==> config.mk <==
export PLATFORM = sky130hd
export DESIGN_NAME = up_counter_ctrl
export DESIGN_NICKNAME = d
export VERILOG_FILES = /design/src/rtl/up_counter_ctrl.sv
export SDC_FILE = /design/constraint.sdc
export NUM_CORES = 1
export LEC_CHECK = 0
export CORE_AREA = 5 5 55 57
export DETAILED_ROUTE_END_ITERATION = 16
export DIE_AREA = 0 0 60 62
export PLACE_DENSITY = 0.76
export SYNTH_ARGS = -nofsm -noshare
export SYNTH_HDL_FRONTEND = slang
export SYNTH_SLANG_ARGS = --single-unit
==> constraint.sdc <==
create_clock -name clk -period 1.8 [get_ports clk]
set_input_delay 0.54 -clock clk [delete_from_list [all_inputs] [get_ports clk]]
set_output_delay 0.54 -clock clk [all_outputs]
set_load 0.03 [all_outputs]
==> src/rtl/up_counter_ctrl.sv <==
`timescale 1ns/1ps
// Sequencing controller for an external WIDTH-bit up counter: drives clear/enable,
// compares the returned count against a latched limit, one-shot or auto-reload.
module up_counter_ctrl #(
  parameter int WIDTH  = 4,
  parameter int RUNS_W = 8
) (
  input  logic              clk,
  input  logic              rst,
  input  logic              start,
  input  logic              pause,
  input  logic              abort,
  input  logic              mode,
  input  logic [WIDTH-1:0]  limit,
  input  logic [WIDTH-1:0]  cnt_val,
  output logic              cnt_en,
  output logic              cnt_clr,
  output logic              busy,
  output logic              done,
  output logic [RUNS_W-1:0] runs
);

  typedef enum logic [2:0] {
    IDLE,
    CLEAR,
    RUN,
    HOLD,
    DONE
  } state_t;

  state_t           state;
  logic [WIDTH-1:0] lim_q;
  logic             mode_q;
  logic             terminal;

  assign terminal = (cnt_val == lim_q);

  // Outputs decode straight from state so reset silences them without a clock edge.
  // HOLD with pause released counts in the same cycle, so a pause costs only its own length.
  always_comb begin
    // NOTE: every output gets a default first so no path leaves it unassigned (no latch).
    cnt_en  = 1'b0;
    cnt_clr = 1'b0;
    busy    = (state != IDLE);
    done    = (state == DONE);
    if ((state == RUN || state == HOLD) && !pause && !abort && !terminal)
      cnt_en = 1'b1;
    if (state == CLEAR || (abort && state != IDLE))
      cnt_clr = 1'b1;
  end

  // NOTE: sequential state uses non-blocking assignments only, so every register
  // samples pre-edge values regardless of statement order.
  always_ff @(posedge clk or posedge rst) begin
    if (rst) begin
      state  <= IDLE;
      lim_q  <= '0;
      mode_q <= 1'b0;
      runs   <= '0;
    end else begin
      case (state)
        IDLE: begin
          if (start) begin
            lim_q  <= limit;
            mode_q <= mode;
            runs   <= '0;
            state  <= CLEAR;
          end
        end
        CLEAR: begin
          state <= abort ? IDLE : RUN;
        end
        RUN: begin
          if (abort) begin
            state <= IDLE;
          end else if (terminal) begin
            if (runs != '1)
              runs <= runs + 1'b1;
            state <= mode_q ? CLEAR : DONE;
          end else if (pause) begin
            state <= HOLD;
          end
        end
        HOLD: begin
          if (abort)
            state <= IDLE;
          else if (!pause)
            state <= RUN;
        end
        DONE: begin
          state <= IDLE;
        end
        default: begin
          state <= IDLE;
        end
      endcase
    end
  end

endmodule
==> impl_summary.txt <==
----------------------------------------------------
[Timing]
  Count of endpoints failing hold in the final timing report ... 0
  # setup viols final ... 4
  Clock Skews ... around 0.0037 ns
  Slew margin rel. ... 72.49%
  Worst-Margin Slew ... 0.4090 ns
  Unrepaired setup endpoints after global routing ... yes
  Final Cycle Share ... 109.0%
  Highest clock frequency the design can meet ... 509.7 MHz
  Final-report max-slew violation count ... 0
  Post-layout min period ... 1.962 ns
  Minimum setup slack in the final design ... -0.1621 ns

[Final layout]
  Multi-input gate area in the final layout ... approximately 630 µm²
  Non-filler cells, final ... about 180
  Fraction of layout instances using a drive strength above 1 ... 43.14%
  Diode insertion count for antenna repair ... 0
  Layout Nets ... 169
  Filler Cells Inserted ... 215
  Sequential Area ... between 400 and 500 µm²
  Signed area change from the synthesized netlist to the final layout ... 55.81%

[Yosys]
  Gate count of the mapped netlist ... 103
  Number of synthesized flops with an enable pin ... 0
  Cell variety after synth ... 38
  Post-Syn Area per Cell ... 9.730 µm²
  Yosys warns ... 0
  Register bit total from synthesis ... 16
  Post-synthesis async set-or-reset flop share ... between 90% and 100%
  Sequential share of the synthesized area ... 39.95%
  Syn_nets ... 118
  Cell area after synthesis ... 1002 µm²
  Predominant post-synthesis flop cell ... sky130_fd_sc_hd__dfrtp_1

[Critical path]
  Crit path DAT ... 1.42 ns
  Combined buffer and inverter count along the critical path ... 2
  List of cells traversed by the critical path ... buf_6 -> nor3b_4 -> and3b_2 -> buf_6
  Highest net fanout along the worst path ... 4
  Number of logic stages on the critical path including buffering ... 4
  Master of the slowest instance on the critical path ... sky130_fd_sc_hd__dfrtp_1
  Startpoint kind of the worst setup timing path ... flop
  Most repeated library cell on the critical path ... sky130_fd_sc_hd__buf_6
  Length in cells of the worst reg-to-reg path ... 6
  Type of the worst setup path ... flop to output port
  Largest delay contributor family on the critical path ... simple AND/OR/NAND/NOR gates
  CP Data Required Time ... approximately 1.3 ns
  Critical Path Sink Type ... output port
  Slowest Stage Delay on Critical Path ... a little over 0.4 ns

[Floorplanning]
  Die width ... 60 µm
  Number of standard-cell rows in the floorplan ... 18
  I/O pin cnt ... 26
  Core area ... 2432 µm²
  Initial Utilization ... about two fifths
  Vertical die dimension ... 62 µm
  Die Outline Area ... around 3700 µm²

[Run]
  Number of max-cap violations ... 0

[CTS]
  Clock root buffer ... sky130_fd_sc_hd__clkbuf_4
  CTS tree ... done
  Buffer levels on the longest clock path ... 2
  Latest clock arrival within the worst-skew pair ... 0.30 ns
  Depth of the CTS H-tree ... 1
  Number of hold buffers added after cts ... 0
  Number of CTS-inserted buffers ... 3
  Clock-pin slew on the worst setup and hold paths ... about 0.090 ns
  Clock net sink count ... 16

[Status]
  Failing checks ... setup timing
  Status ... finished with violations

[Hold path]
  Cells on Worst Hold Path ... 1
  Hold WC Path Type ... flop to flop

[GRT]
  Number of global-route vias before repair ... 1025
  Maximum number of pins on one net before global-route repair ... 17
  Initial antenna violation count ... 0
  Wire length of the first global-routing pass ... 4402 µm
  All-layer global routing usage ... 15.67%
  Gr ovfl total ... 0

[Power and ir drop]
  Ratio of total power to cell area ... 1039 nW/µm²
  Peak supply drop ... 0.6591 mV
  Reported leakage power ... between 0.7 and 0.8 nW

[Route]
  Initial DRC count ... 35
  Number of nets with antenna violations after routing ... 0
  Overall routed net length ... 2889 µm
  Detailed-route wire length per cell ... 15.79 µm
  Detailed-router iteration count before antenna repair ... 4
  Average via count per standard cell ... 5.563
  Vias after detailed routing ... 1018
  Final routed DRC violation total ... 0

[Placed design]
  Number of buffers inserted by port buffering ... 25
  Number of placed instances, taps included ... 170
  HPWL after detailed placement ... 1926 µm
  Last weighted congestion value of the routability-driven placer ... about 0.83
  Worst slack at placement ... -0.4970 ns

----------------------------------------------------
## power breakdown
group / internal, mW / switching, mW / total (mW) / leakage [nW]
Clock: 0.0864 / 0.117 / 0.204 / 0.0150
Sequential: 0.438 / 0.0698 / 0.508 / 0.206
Combinational: 0.494 / 0.416 / 0.910 / 0.490
## cell families (layout without fill, tap and decap cells)
logic type / Yosys count / in the layout / share of synthesized area (%)
simple gates: 48 / 48 / 29.46
compound gates: 18 / 18 / 14.73
flops: 16 / 16 / 39.95
buf+inv: 10 / 60 / 4.369
mux: 6 / 6 / 6.741
xor+xnor: 4 / 4 / 3.495
fa+ha+maj: 1 / 1 / 1.248
## layer usage
layer | global-route usage (%) | vias up | wire [µm]
met5 | 0 | - | 0
met4 | 6.329 | 0 | 36
met3 | 2.686 | 2 | 156
met2 | 28.09 | 27 | 1486
met1 | 18.58 | 505 | 1210
li1 | - | 484 | -
## area by class of cell
cell class	count	area share, %
Inverter	5	1.202
Timing Repair Buffer	51	28.37
Sequential cell	16	25.80
Multi-Input combinational cell	77	40.54
Tap cell	30	2.404
Clock buffer	4	1.683
## flip-flops by register name, summed over array words and instances, names as in the netlist
| signal | count |
|---|---|
| mode_q | 1 |
| state | 3 |
| lim_q | 4 |
| runs | 8 |
## final timing paths
path	from	endpoint	slack, ns
max in group asynchronous	rst	runs[0]$_DFFE_PP0P_	1.06
worst max register to register	lim_q[0]$_DFFE_PP0P_	runs[2]$_DFFE_PP0P_	0.06
min in group asynchronous	rst	state[2]$_DFFE_PP0P_	0.54
worst min register to register	mode_q$_DFFE_PP0P_	state[2]$_DFFE_PP0P_	0.47
worst max-delay path	state[2]$_DFFE_PP0P_	cnt_en	-0.16
worst min-delay path	mode_q$_DFFE_PP0P_	state[2]$_DFFE_PP0P_	0.47
## cell usage in the layout (no fill, tap or decap), drive strengths merged, types with 2 or more instances in the layout
master         Yosys  layout
clkdlybuf4s15      0       3
xnor2              4       4
nand2b             3       3
or4                4       4
o311ai             2       2
nor2               4       4
nand4              3       3
nand3              5       5
o211ai             5       5
nand2             10      10
or4b               2       2
dlygate4sd2        0       7
clkdlybuf4s50      0       8
inv                5       5
clkbuf             0       7
or3                3       3
dfrtp             16      16
nor3b              4       4
or2                2       2
a21oi              2       2
mux2               6       6
a2bb2oi            2       2
buf                5      30
nor3               3       3
## repair_timing
action | CTS | global route
pin swaps | 3 | 8
gates resized for setup | 33 | 14
buffers inserted | 4 | 5
endpoints found under the hold margin | 0 | 0
endpoints found under the setup margin | 20 | 7
## per-stage QoR
stage / power (mW) / instance area [µm²] / TNS (ns) / hold WS, ns / utilization (%)
after floorplan: 0.9903 / 1049 / -0.07747 / 0.4173 / -
after global placement: 1.229 / 1419 / -4.686 / 0.4722 / 58.33
after detailed placement: 1.248 / 1419 / -5.210 / 0.4676 / 58.33
after CTS: 1.548 / 1504 / -0.2549 / 0.4820 / 61.83
after global routing: 1.717 / 1562 / -0.6479 / 0.4997 / 64.20
final: 1.622 / 1562 / -0.4469 / 0.4734 / 64.20
## synthesized netlist by cell type, types with 2 or more instances
master / number / area share (%)
sky130_fd_sc_hd__nand2_1: 10 / 3.7
sky130_fd_sc_hd__nand2b_1: 3 / 1.9
sky130_fd_sc_hd__buf_2: 5 / 2.5
sky130_fd_sc_hd__nor2_1: 3 / 1.1
sky130_fd_sc_hd__xnor2_1: 4 / 3.5
sky130_fd_sc_hd__nand4_1: 2 / 1.2
sky130_fd_sc_hd__dfrtp_1: 16 / 40
sky130_fd_sc_hd__nand3_1: 5 / 2.5
sky130_fd_sc_hd__o311ai_0: 2 / 1.7
sky130_fd_sc_hd__o211ai_1: 4 / 3.0
sky130_fd_sc_hd__or2_2: 2 / 1.2
sky130_fd_sc_hd__nor3_1: 3 / 1.5
sky130_fd_sc_hd__or3_1: 3 / 1.9
sky130_fd_sc_hd__inv_1: 5 / 1.9
sky130_fd_sc_hd__or4_1: 4 / 3.0
sky130_fd_sc_hd__nor3b_1: 3 / 2.2
sky130_fd_sc_hd__mux2_2: 6 / 6.7
sky130_fd_sc_hd__a21oi_1: 2 / 1.0
sky130_fd_sc_hd__a2bb2oi_1: 2 / 1.7
No activity file was read; power rests on OpenSTA's default activity.
